===== config.mk =====
export PLATFORM = sky130hd
export DESIGN_NAME = router_pkt_src_flat
export DESIGN_NICKNAME = d
export VERILOG_FILES = /design/src/rtl/router_pkt_src_if.sv /design/src/rtl/router_pkt_src.sv /design/src/flat_wrapper.sv
export SDC_FILE = /design/constraint.sdc
export NUM_CORES = 1
export LEC_CHECK = 0
export ABC_AREA = 1
export CAP_MARGIN = 5
export CORE_ASPECT_RATIO = 0.75
export CORE_UTILIZATION = 60
export DETAILED_ROUTE_END_ITERATION = 8
export GPL_TIMING_DRIVEN = 0
export PLACE_DENSITY = 0.77
export SETUP_SLACK_MARGIN = 0.15
export SLEW_MARGIN = 5
export SYNTH_ARGS = -nofsm -noshare
export SYNTH_HDL_FRONTEND = slang
export SYNTH_SLANG_ARGS = --single-unit

===== constraint.sdc =====
create_clock -name clock -period 2.52 [get_ports clock]
set_input_delay 0.378 -clock clock [delete_from_list [all_inputs] [get_ports clock]]
set_output_delay 0.378 -clock clock [all_outputs]
set_load 0.01 [all_outputs]

===== src/rtl/router_pkt_src_if.sv =====
// router_pkt_src_if: signal bundle between the packet source, its host and
// the router input port.
//   host side   : wr_en, wr_data, start, dest -> source; full, count, idle <- source
//   router side : busy -> source; pkt_data, pkt_valid, done <- source
// The packet source connects through the master modport; the host/router
// model connects through the slave modport.
interface router_pkt_src_if #(
    parameter int WIDTH = 8
);
    localparam int LEN_W = WIDTH - 2;

    logic             wr_en;
    logic [WIDTH-1:0] wr_data;
    logic             full;
    logic [LEN_W-1:0] count;
    logic             start;
    logic [1:0]       dest;
    logic             idle;
    logic             busy;
    logic [WIDTH-1:0] pkt_data;
    logic             pkt_valid;
    logic             done;

    modport master (
        input  wr_en, wr_data, start, dest, busy,
        output full, count, idle, pkt_data, pkt_valid, done
    );

    modport slave (
        output wr_en, wr_data, start, dest, busy,
        input  full, count, idle, pkt_data, pkt_valid, done
    );
endinterface


===== src/rtl/router_pkt_src.sv =====
// router_pkt_src: upstream packet source for the 1x3 router input port.
// The host fills a payload buffer while idle, then requests a packet with a
// destination. The block sends header {count, dest}, the payload words and
// an XOR parity word, holding the current word while the router is busy,
// then waits GAP cycles before accepting the next request.
//
// Ports:
//   clock  - rising-edge clock
//   resetn - asynchronous active-low reset
//   bus    - router_pkt_src_if.master (host write/start, router data/valid/busy)
//
// state   | meaning
// --------+-------------------------------------------------------------
// IDLE    | accepting buffer writes and start requests
// HEADER  | header word on pkt_data, waiting for busy==0
// PAYLOAD | buffer word rd_ptr on pkt_data, waiting for busy==0
// PARITY  | XOR parity word on pkt_data (pkt_valid=0), waiting for busy==0
// GAP     | fixed idle spacing after a packet, busy ignored
module router_pkt_src #(
    parameter int WIDTH = 8,
    parameter int GAP   = 2
) (
    input  logic               clock,
    input  logic               resetn,
    router_pkt_src_if.master   bus
);
    localparam int LEN_W = WIDTH - 2;
    localparam int DEPTH = (2 ** LEN_W) - 1;
    localparam int GAP_W = (GAP > 1) ? $clog2(GAP) : 1;
    localparam logic [GAP_W-1:0] GAP_LOAD = (GAP > 0) ? GAP_W'(GAP - 1) : '0;

    typedef enum logic [2:0] {
        ST_IDLE    = 3'd0,
        ST_HEADER  = 3'd1,
        ST_PAYLOAD = 3'd2,
        ST_PARITY  = 3'd3,
        ST_GAP     = 3'd4
    } state_t;

    state_t           state_q, state_d;
    logic [LEN_W-1:0] count_q, count_d;
    logic [LEN_W-1:0] rd_ptr_q, rd_ptr_d;
    logic [WIDTH-1:0] par_q, par_d;
    logic [GAP_W-1:0] gap_cnt_q, gap_cnt_d;
    logic [WIDTH-1:0] pkt_data_q, pkt_data_d;
    logic             pkt_valid_q, pkt_valid_d;
    logic             done_q, done_d;
    logic             full_q, full_d;
    logic             idle_q, idle_d;

    logic [WIDTH-1:0] buf_q [DEPTH];
    logic             buf_we;

    logic [LEN_W-1:0] next_ptr;
    logic [LEN_W-1:0] last_ptr;
    logic [WIDTH-1:0] par_acc;

    assign next_ptr = rd_ptr_q + LEN_W'(1);
    assign last_ptr = count_q - LEN_W'(1);
    // Parity including the word being consumed this cycle; used both to
    // update the accumulator and to present the parity word without a bubble.
    assign par_acc  = par_q ^ pkt_data_q;

    always_comb begin
        state_d     = state_q;
        count_d     = count_q;
        rd_ptr_d    = rd_ptr_q;
        par_d       = par_q;
        gap_cnt_d   = gap_cnt_q;
        pkt_data_d  = pkt_data_q;
        pkt_valid_d = pkt_valid_q;
        done_d      = 1'b0;
        buf_we      = 1'b0;

        case (state_q)
            ST_IDLE: begin
                // start has priority; a write in the same cycle is dropped
                if (bus.start && (bus.dest != 2'd3)) begin
                    state_d     = ST_HEADER;
                    pkt_data_d  = {count_q, bus.dest};
                    pkt_valid_d = 1'b1;
                    par_d       = '0;
                end else if (bus.wr_en && !full_q) begin
                    buf_we  = 1'b1;
                    count_d = count_q + LEN_W'(1);
                end
            end

            ST_HEADER: begin
                if (!bus.busy) begin
                    par_d    = par_acc;
                    rd_ptr_d = '0;
                    if (count_q == '0) begin
                        state_d     = ST_PARITY;
                        pkt_data_d  = par_acc;
                        pkt_valid_d = 1'b0;
                    end else begin
                        state_d    = ST_PAYLOAD;
                        pkt_data_d = buf_q[0];
                    end
                end
            end

            ST_PAYLOAD: begin
                if (!bus.busy) begin
                    par_d = par_acc;
                    if (rd_ptr_q == last_ptr) begin
                        state_d     = ST_PARITY;
                        pkt_data_d  = par_acc;
                        pkt_valid_d = 1'b0;
                    end else begin
                        rd_ptr_d   = next_ptr;
                        pkt_data_d = buf_q[next_ptr];
                    end
                end
            end

            ST_PARITY: begin
                if (!bus.busy) begin
                    done_d      = 1'b1;
                    count_d     = '0;
                    rd_ptr_d    = '0;
                    pkt_data_d  = '0;
                    pkt_valid_d = 1'b0;
                    if (GAP == 0) begin
                        state_d = ST_IDLE;
                    end else begin
                        state_d   = ST_GAP;
                        gap_cnt_d = GAP_LOAD;
                    end
                end
            end

            ST_GAP: begin
                if (gap_cnt_q == '0) begin
                    state_d = ST_IDLE;
                end else begin
                    gap_cnt_d = gap_cnt_q - GAP_W'(1);
                end
            end

            default: begin
                state_d     = ST_IDLE;
                pkt_data_d  = '0;
                pkt_valid_d = 1'b0;
            end
        endcase

        full_d = (count_d == LEN_W'(DEPTH));
        idle_d = (state_d == ST_IDLE);
    end

    always_ff @(posedge clock or negedge resetn) begin
        if (!resetn) begin
            state_q     <= ST_IDLE;
            count_q     <= '0;
            rd_ptr_q    <= '0;
            par_q       <= '0;
            gap_cnt_q   <= '0;
            pkt_data_q  <= '0;
            pkt_valid_q <= 1'b0;
            done_q      <= 1'b0;
            full_q      <= 1'b0;
            idle_q      <= 1'b1;
        end else begin
            state_q     <= state_d;
            count_q     <= count_d;
            rd_ptr_q    <= rd_ptr_d;
            par_q       <= par_d;
            gap_cnt_q   <= gap_cnt_d;
            pkt_data_q  <= pkt_data_d;
            pkt_valid_q <= pkt_valid_d;
            done_q      <= done_d;
            full_q      <= full_d;
            idle_q      <= idle_d;
        end
    end

    // Payload storage has no reset; contents are meaningless until rewritten.
    always_ff @(posedge clock) begin
        if (buf_we) begin
            buf_q[count_q] <= bus.wr_data;
        end
    end

    assign bus.pkt_data  = pkt_data_q;
    assign bus.pkt_valid = pkt_valid_q;
    assign bus.done      = done_q;
    assign bus.count     = count_q;
    assign bus.full      = full_q;
    assign bus.idle      = idle_q;
endmodule


===== src/flat_wrapper.sv =====
// flat-port wrapper written by rule: the top's interface ports become plain ports
module router_pkt_src_flat 
#(
    parameter int WIDTH = 8,
    parameter int GAP   = 2
)
  (clock, resetn, bus_wr_en, bus_wr_data, bus_start, bus_dest, bus_busy, bus_full, bus_count, bus_idle, bus_pkt_data, bus_pkt_valid, bus_done);
  router_pkt_src_if #(.WIDTH(WIDTH)) bus_i ();
  input  logic clock;
  input  logic resetn;
  input wire logic [$bits(bus_i.wr_en)-1:0] bus_wr_en;
  input wire logic [$bits(bus_i.wr_data)-1:0] bus_wr_data;
  input wire logic [$bits(bus_i.start)-1:0] bus_start;
  input wire logic [$bits(bus_i.dest)-1:0] bus_dest;
  input wire logic [$bits(bus_i.busy)-1:0] bus_busy;
  output wire logic [$bits(bus_i.full)-1:0] bus_full;
  output wire logic [$bits(bus_i.count)-1:0] bus_count;
  output wire logic [$bits(bus_i.idle)-1:0] bus_idle;
  output wire logic [$bits(bus_i.pkt_data)-1:0] bus_pkt_data;
  output wire logic [$bits(bus_i.pkt_valid)-1:0] bus_pkt_valid;
  output wire logic [$bits(bus_i.done)-1:0] bus_done;
  assign bus_i.wr_en = bus_wr_en;
  assign bus_i.wr_data = bus_wr_data;
  assign bus_i.start = bus_start;
  assign bus_i.dest = bus_dest;
  assign bus_i.busy = bus_busy;
  assign bus_full = bus_i.full;
  assign bus_count = bus_i.count;
  assign bus_idle = bus_i.idle;
  assign bus_pkt_data = bus_i.pkt_data;
  assign bus_pkt_valid = bus_i.pkt_valid;
  assign bus_done = bus_i.done;
  router_pkt_src #(.WIDTH(WIDTH), .GAP(GAP)) u_core (.clock(clock), .resetn(resetn), .bus(bus_i));
endmodule

# [Word level (Yosys, flattened, before mapping)]
# Memories as Yosys holds them, arrays and structs flattened.
# Index checks and enable logic that the tools add are counted.
[op_classes] add_sub_neg=4 n_mul=0 div_mod_pow=0 order_cmp=0 eq_ne=16 shift=0 n_mux=43 bitwise=2 n_reduce_logical=16
[op_table] operator="8-bit two-way mux" n=8
[op_table] operator="8-bit one-hot mux with 5 select lines" n=1
[op_table] operator="6-bit two-way mux" n=6
[op_table] operator="6-bit one-hot mux with 2 select lines" n=2
[op_table] operator="3-bit two-way mux" n=6
[op_table] operator="1-bit two-way mux" n=16
[op_table] operator="8-bit one-hot mux with 2 select lines" n=1
[op_table] operator="3-bit one-hot mux with 5 select lines" n=1
[op_table] operator="2-bit inequality test, second input constant" n=7
[op_table] operator="6-bit by 1-bit adder with 6-bit output, second input constant" n=2
[op_table] operator="8-bit XOR" n=1
[op_table] operator="7-bit AND reduction" n=1
[op_table] operator="3-bit by 2-bit equality test with 1-bit output, second input constant" n=2
[op_table] operator="6-bit equality test" n=1
[op_table] operator="6-bit equality test, second input constant" n=1
[op_table] operator="3-bit logical NOT" n=2
[op_table] operator="6-bit logical NOT" n=1
[op_table] operator="2-bit by 1-bit inequality test with 1-bit output, second input constant" n=3
[op_table] operator="2-bit nonzero test" n=3
[op_table] operator="6-bit by 1-bit subtractor with 6-bit output, second input constant" n=1
[op_table] operator="1-bit one-hot mux with 5 select lines" n=1
[op_table] operator="5-bit AND reduction" n=1
[op_table] operator="4-bit AND reduction" n=1
[op_table] operator="2-bit OR reduction" n=2
[op_table] operator="9 further kinds" n=10
[word_totals] register_bits=36 latchBits=0 mem_bits_rw=504 rom_bits=0 in_bits=15 output_inout_bits=18 elab_cells=92 n_memories=1
[mem_list] memory="u_core.buf_q" depth=63 width=8 read_ports=2 rd_clocked_by_memory_dff=0 wr=1 line="router_pkt_src.sv:51" text="logic [WIDTH-1:0] buf_q [DEPTH];"

# [Logic depth before layout (Yosys ltp)]
# Gate-level depths: netlist of the first run.
[depth] ltp_word=7 depth_mapped=15 depth_no_buf=15

# [Worst setup path before layout of the first run]
# OpenSTA, ideal clock, no wires.
[synth_path] kind="register to register" from="register u_core.state_q[0]" to="memory u_core.buf_q[55][0] (enable)" setup_time_ps=395 t_arrival_ps=1940 t_required_ps=2125 slack_ps=186 path_stages_with_launch=6 synth_period_minus_slack_ps=2334 path_cell_list="dfrtp_1 > nor2_2 > nand2_2 > nor2_2 > nand2_2 > nor4_1"
[synth_via] elab_chain_cells=4
[synth_rtl] item="start: declaration" line="router_pkt_src.sv:40" text="state_t state_q, state_d;"
[synth_rtl] item="start signal: assignment" line="router_pkt_src.sv:166" text="state_q <= state_d;"
[synth_rtl] item="3-bit logical NOT" line="router_pkt_src.sv:75" text="case (state_q)"
[synth_rtl] item="1-bit two-way mux" line="router_pkt_src.sv:75"
[synth_rtl] item="1-bit two-way mux" line="router_pkt_src.sv:181" text="if (buf_we) begin"
[synth_rtl] item="1-bit two-way mux (not written as such)" line="router_pkt_src.sv:182" text="buf_q[count_q] <= bus.wr_data;"
[synth_rtl] item="end: declaration" line="router_pkt_src.sv:51"
# No other way between the ends.

# [Worst setup path in the final report of the first run]
[layout_path] from="register u_core.rd_ptr_q[1]" to="register u_core.pkt_data_q[5], in the netlist u_core.bus.pkt_data[5]"
[layout_via] elab_chain_cells=5 word_cells_on_any_way=6 cone_classes="1 x add/sub; 1 x eq/ne; 3 x mux; 1 x memory"
[layout_rtl] item="start: declaration" line="router_pkt_src.sv:42" text="logic [LEN_W-1:0] rd_ptr_q, rd_ptr_d;"
[layout_rtl] item="start signal: assignment" line="router_pkt_src.sv:168" text="rd_ptr_q <= rd_ptr_d;"
[layout_rtl] item="6-bit by 1-bit adder with 6-bit output" line="router_pkt_src.sv:58" text="assign next_ptr = rd_ptr_q + LEN_W'(1);"
[layout_rtl] item="memory read 63 x 8 bit"
[layout_rtl] item="8-bit two-way mux *" line="router_pkt_src.sv:107" text="if (rd_ptr_q == last_ptr) begin"
[layout_rtl] item="8-bit two-way mux *" line="router_pkt_src.sv:105" text="if (!bus.busy) begin"
[layout_rtl] item="8-bit one-hot mux with 5 select lines *" line="router_pkt_src.sv:75"
[layout_rtl] item="end signal: assignment" line="router_pkt_src.sv:171" text="pkt_data_q <= pkt_data_d;"
[layout_rtl] item="end: declaration" line="router_pkt_src.sv:45" text="logic [WIDTH-1:0] pkt_data_q, pkt_data_d;"
# Mark *: on every way between the ends. The rest lies on a longest branch, timed or not. The select of a mux whose other input is x is not followed.
# A chain may end at the register's enable or synchronous reset.

==> results of run 1 <==
==> repair_timing <==
action	in CTS	in global routing
setup buffers	16	20
hold buffers	1	0
hold endpoints to repair	35	0
pin swaps	13	19
setup endpoints to repair	511	460
resized for setup	231	141
gates cloned	0	1
==> power by group through the flow <==
stage	Combinational [W]	Clock [W]	Sequential, W
6_report	0.0158	0.00742	0.0103
4_1_cts	0.0140	0.00739	0.0103
5_1_grt	0.0165	0.00770	0.0103
3_3_place_gp	0.0127	0	0.0105
2_1_floorplan	0.00764	0	0.0105
3_5_place_dp	0.0130	0	0.0105
==> per-layer routing <==
metal / vias up / GRT usage / part of all wire
li1: 7465 / - / -
met1: 8377 / 0.541 / 0.38
met2: 1448 / 0.538 / 0.43
met3: 216 / 0.113 / 0.15
met4: 0 / 0.124 / 0.035
met5: - / 0 / 0
==> path summary, 6_finish.rpt <==
path | startpoint | endpoint | slack, ps | cells after the start
hold / removal | bus_wr_data[6] | u_core.buf_q[43][6] | 240 | 1
min in group asynchronous | resetn | u_core.rd_ptr_q[5] | 430 | 2
setup reg to reg | u_core.rd_ptr_q[1] | u_core.bus.pkt_data[5] | 130 | 12
hold reg to reg | u_core.bus.pkt_valid | u_core.bus.pkt_valid | 500 | 2
setup / recovery | u_core.rd_ptr_q[1] | u_core.bus.pkt_data[5] | 130 | 12
max in group asynchronous | resetn | u_core.bus.count[1] | 1530 | 2
==> per-stage QoR <==
step | worst slack (ps) | utilization | TNS [ps] | hold WS (ps)
global placement | -1850 | 0.638 | -838510 | 493
CTS | -299 | 0.708 | -20880 | 221
global route | 134 | 0.727 | 0 | 238
detailed placement | -1300 | 0.641 | -497400 | 493
floorplan | 186 | - | 0 | 82.4
finish | 131 | 0.727 | 0 | 242
==> layout by cell type, fill, tap and decap left out, drive strengths merged, types with 3 or more instances in the layout <==
| cell | n |
|---|---|
| ha | 3 |
| o211ai | 6 |
| xor2 | 4 |
| or2 | 7 |
| edfxtp | 504 |
| xnor2 | 8 |
| clkinv | 22 |
| dfrtp | 35 |
| o21ai | 32 |
| buf | 131 |
| bufinv | 4 |
| nand3 | 496 |
| nand4 | 11 |
| clkbuf | 95 |
| clkdlybuf4s50 | 23 |
| a21oi | 6 |
| nor2 | 129 |
| inv | 77 |
| nand2 | 624 |
| nor3 | 6 |
==> flip-flops by register name, indices dropped and copies added, names as in the netlist <==
name / flops
u_core.bus.idle: 1
u_core.rd_ptr_q: 6
u_core.par_q: 8
u_core.bus.pkt_data: 8
u_core.bus.full: 1
u_core.bus.done: 1
u_core.buf_q: 504
u_core.bus.count: 6
u_core.state_q: 3
u_core.bus.pkt_valid: 1
u_core.gap_cnt_q: 1
==> worst max-delay path: stages, from the launching register on <==
cell and delay [ps]:
dfrtp_2 460, ha_4 180, nand2_2 130, inv_2 70
nand2_2 100, xor2_4 330, buf_6 240, nand3_1 170
nand3_1 190, nand3_1 210, nand2_1 140, nand2_1 50
nand2_1 50
==> cell families after synthesis <==
| family | share of synthesized area |
|---|---|
| flops | 0.703 |
| compound gates | 0.0128 |
| simple gates | 0.242 |
| fa+ha+maj | 0.00165 |
| xor+xnor | 0.00494 |
| buf+inv | 0.0357 |
==> final cells by class <==
type / count / area (um2) / share of cell area
Clock buffer: 64 / 1330 / 0.0490
Buffer: 109 / 922 / 0.0341
Multi-Input combinational cell: 1340 / 6770 / 0.250
Sequential cell: 540 / 16000 / 0.593
Inverter: 75 / 294 / 0.0109
Timing Repair Buffer: 77 / 843 / 0.0312
Tap cell: 504 / 631 / 0.0233
Clock inverter: 29 / 236 / 0.00874
==> out/metrics.yaml, run 1 <==
fillers: 2593
grt_overflow_total: 0
worstSetupStartpointType: "flop"
synth_area_per_cell_um2: 11.1
cts_max_level: 2
nNetsFinal: 2212
cp-end-kind: "flop"
n_antenna_cell: 0
route.antenna.remaining_nets: 0
core_um2: 37200
viasPerCell: 6.39
insertion_delay_ps: 590
comb_power_share: 0.471
cts_root_buf: "clkbuf_16"
syn_area_um2: 22800
ir_worst_vdd_mv: 0.742
clk_pin_slew_worst_paths_ps: 70
hold_path.class: "in2reg"
die_w_um: 227
worst_pin_slew_ps: 881
grt_pass1_wl_um: 103000
power_density_nw_per_um2: 1240
rows: 61
dr.pass1.iters: 8
fin_area_um2: 27100
place_area_um2: 23900
p_sw_frac: 0.436
synthCells: 2063
yosysTopAreaCell: "edfxtp_1"
arrival_ps: 2910
period_share: 0.948
numCtsBuffers: 51
dr_total_vias: 17500
synth-seq-cells: 540
seq_area_frac_synth: 0.703
async_reset_ff_frac: 0.0667
synth_ff_type: "edfxtp_1"
p_total_w: 0.0336
syn_to_final_growth_pct: 18.6
maxCapViolCount: 0
p_sw_w: 0.0146
fin_crit_ps: 2390
clock-sinks: 540
drc: 0
finalSetupViolations: 0
dieArea_um2: 38800
drive_gt1_frac: 0.176
antenna_found_initial: 0
synthesis.nets: 2081
required_ps: 3040
rsz0062_at_grt: "yes"
max_freq_ghz: 0.419
relSlewSlack: 0.411
place_inst: 2607
finalNonFillerCells: 2738
grt_max_degree: 64
p_leak_nw: 10.0
grt_usage: 0.373
power_frac_seq: 0.307
worstSetupPathType: "reg2reg"
dr.first_iter.drc_count: 2945
gp_congestion: 1.01
status: "finished, final reports clean"
synth_area_leaders: "edfxtp_1 (66%), nand3_1 (11%), nand2_1 (10%)"
cts_tree: "built"
synth_commonest_cells: "nand2_1 (618), edfxtp_1 (504), nand3_1 (496), nor2_1 (117), inv_1 (57)"
wl_per_cell_um: 26.2
synth_top_area_frac: 0.663
finalHoldViolCount: 0
pin_count: 33
pwr-share-clk: 0.221
drt-total-wl_um: 71700
ys_types: 36
cts_buffer_depth: 3
yosysWarnings: 0
synth-edff-count: 504
dp_hpwl_um: 48100
internal-power_w: 0.0189
io_buffer_count: 32
maxSlewViolCount: 0
grt_pass1_vias: 16000
die_h_um: 171
clock_skew_ps: 23.0
cp_max_fo: 10
yosysMostFrequentCell: "nand2_1"
initial_core_util: 0.613
No activity file was read; power rests on OpenSTA's default activity.
==> run 2: changes to the inputs <==
- CORE_MARGIN: unset -> 3
==> run 2 against run 1 <==
Hold slack worse by 44 ps. Setup slack worse by 59 ps. Routed wire length up 0.57%. Critical path type is now in2reg. Clock skew down 1.4 ps. Die area up 4.1%. Utilization up 0.75 points. Power up 1.6%. Fmax down 2.4%. First-iteration DRC count up 1.5%. Flip-flop and latch count unchanged. Via count up 0.41%.
==> out/metrics.yaml, run 2 (synthesis gave the netlist of run 1 again) <==
status: "finished, final reports clean"
dr_total_vias: 17600  # +0.41%
power_frac_seq: 0.303  # -0.004
slowest_delay_ps: 520  # +60 ps
grt_usage: 0.354  # -0.0187
maxCapViolCount: 0  # unchanged
worstSetupStartpointType: "input pin"
rsz0062_at_grt: "yes"
viasPerCell: 6.39  # about the same
regMostFlops: "u_core.buf_q"
cts_root_buf: "clkbuf_16"
cts_buffer_depth: 3  # unchanged
core_um2: 37300  # +0.20%
internal-power_w: 0.0195  # +3.0%
drc: 0  # unchanged
ir_worst_vdd_mv: 0.805  # +8.4%
pwr-share-clk: 0.236  # +0.015
p_sw_frac: 0.429  # -0.00748
max_freq_ghz: 0.409  # -2.4%
dr.first_iter.drc_count: 2989  # +1.5%
layout_commonest_cell: "nand2_1"
fin_crit_ps: 2450  # +58.9 ps
nNetsFinal: 2223  # +0.50%
p_total_w: 0.0341  # +1.6%
tns_ps: 0  # unchanged
drt-total-wl_um: 72100  # +0.57%
regToRegStartpoint: "u_core.bus.count[4]"
power_density_nw_per_um2: 1240  # +0.37%
period_share: 0.971  # +0.0234
setup_ws_ps: 72.1  # -58.9 ps
grt_pass1_wl_um: 104000  # +1.5%
dp_hpwl_um: 48000  # about the same
fin_area_um2: 27400  # +1.2%
worstSetupPathType: "in2reg"
place_ws_ps: -1230  # +73.9 ps
cts_max_level: 2  # unchanged
route.antenna.remaining_nets: 0  # unchanged
grt_max_degree: 53  # -17%
clock-sinks: 540  # unchanged
hold_path.class: "in2reg"
comb_power_share: 0.461  # -0.010
numCtsBuffers: 51  # unchanged
drive_gt1_frac: 0.183  # +0.00671
io_buffer_count: 32  # unchanged
p_leak_nw: 10.2  # +1.4%
rows: 61  # unchanged
worst_path_max_delay_cell: "nor4_2"
n_antenna_cell: 0  # unchanged
largest_reg_flops: 504  # unchanged
clock_skew_ps: 21.6  # -1.41 ps
cp-end-kind: "flop"
place_area_um2: 23900  # about the same
finalSetupViolations: 0  # unchanged
cp-startpoint: "bus_dest[1]"
initial_core_util: 0.611  # -0.00125
clk_pin_slew_worst_paths_ps: 60  # about the same
p_sw_w: 0.0146  # -0.14%
reg2reg_to: "u_core.buf_q[10][5]"
pin_count: 33  # unchanged
relSlewSlack: 0.454  # +0.0422
syn_to_final_growth_pct: 20.1
finalHoldViolCount: 0  # unchanged
dieArea_um2: 40400  # +4.1%
antenna_found_initial: 0  # unchanged
reg2reg_slack_ps: 110  # -20 ps
cp_max_fo: 9  # -1
crit_path_end: "u_core.buf_q[55][1]"
die_w_um: 231  # +1.8%
final_cell_mix: "nand2_1 (613), edfxtp_1 (504), nand3_1 (454), buf_4 (66), inv_1 (56)"
gp_congestion: 0.977  # -3.6%
worstRegToRegCells: 4  # -8
insertion_delay_ps: 600  # about the same
grt_pass1_vias: 16300  # +1.7%
wl_per_cell_um: 26.2  # +0.17%
crit_chain: "clkdlybuf4s50_1 -> inv_2 -> o21ai_1 -> nand3b_1 -> nor2_4 -> nand2_2 -> nor4_2 -> buf_4"
dr.pass1.iters: 7  # -1
worst_pin_slew_ps: 818  # -63.1 ps
grt_overflow_total: 0  # unchanged
required_ps: 2820  # -220 ps
arrival_ps: 2750  # -160 ps
die_h_um: 175  # +2.3%
cts_tree: "built"
maxSlewViolCount: 0  # unchanged
==> run 2: stage by stage <==
stage / hold WS (ps) / util / instances
2_1_floorplan: 82.4 / - / 2063
3_3_place_gp: 491 / 0.637 / 2599
3_5_place_dp: 492 / 0.640 / 2608
4_1_cts: 184 / 0.718 / 2728
5_1_grt: 188 / 0.734 / 2749
6_report: 198 / 0.734 / 2749
==> run 2: worst min path at each step <==
stage | from | end | slack, ps | cells after the start
floorplan | resetn | u_core.bus.count[0] | 80 | 0
global placement | u_core.gap_cnt_q | u_core.gap_cnt_q | 490 | 2
detailed placement | u_core.gap_cnt_q | u_core.gap_cnt_q | 490 | 2
CTS | bus_wr_data[5] | u_core.buf_q[15][5] | 180 | 1
global route | bus_wr_data[5] | u_core.buf_q[13][5] | 190 | 1
finish | bus_wr_data[5] | u_core.buf_q[12][5] | 200 | 1
==> run 2: layout make-up <==
type | instances | area [um2]
Buffer | 109 | 891
Clock buffer | 67 | 1390
Clock inverter | 26 | 325
Fill cell | 2427 | 9920
Inverter | 75 | 289
Multi-Input combinational cell | 1339 | 6740
Sequential cell | 540 | 16000
Tap cell | 504 | 631
Timing Repair Buffer | 89 | 1100
==> run 2: worst max-delay path, delay by kind of cell <==
| family | cells | cell delay (ps) |
|---|---|---|
| compound gates | 1 | 270 |
| buf+inv | 3 | 780 |
| simple gates | 4 | 1320 |
==> run 2: power by group through the flow <==
stage          logic, W  clock network (W)  registers [W]
2_1_floorplan   0.00764                  0         0.0105
3_5_place_dp     0.0130                  0         0.0105
6_report         0.0157            0.00804         0.0103
5_1_grt          0.0164            0.00839         0.0103
3_3_place_gp     0.0127                  0         0.0105
4_1_cts          0.0142            0.00798         0.0103
==> run 2: timing repair <==
item                                   4_1_cts  5_1_grt
endpoints found under the hold margin       35        0
resized for setup                          249      100
setup endpoints to repair                  511      449
hold buffers                                 1        0
pin swaps                                   16       16
gates cloned                                 0        1
buffers inserted                            26       20
==> run 2: routing by layer <==
| layer | wire length (um) | GRT usage | share of wire | vias to the layer above |
|---|---|---|---|---|
| met5 | 0 | 0 | 0 | - |
| li1 | - | - | - | 7506 |
| met2 | 30800 | 0.508 | 0.43 | 1424 |
| met1 | 27400 | 0.528 | 0.38 | 8456 |
| met3 | 11500 | 0.103 | 0.16 | 192 |
| met4 | 2390 | 0.114 | 0.033 | 0 |
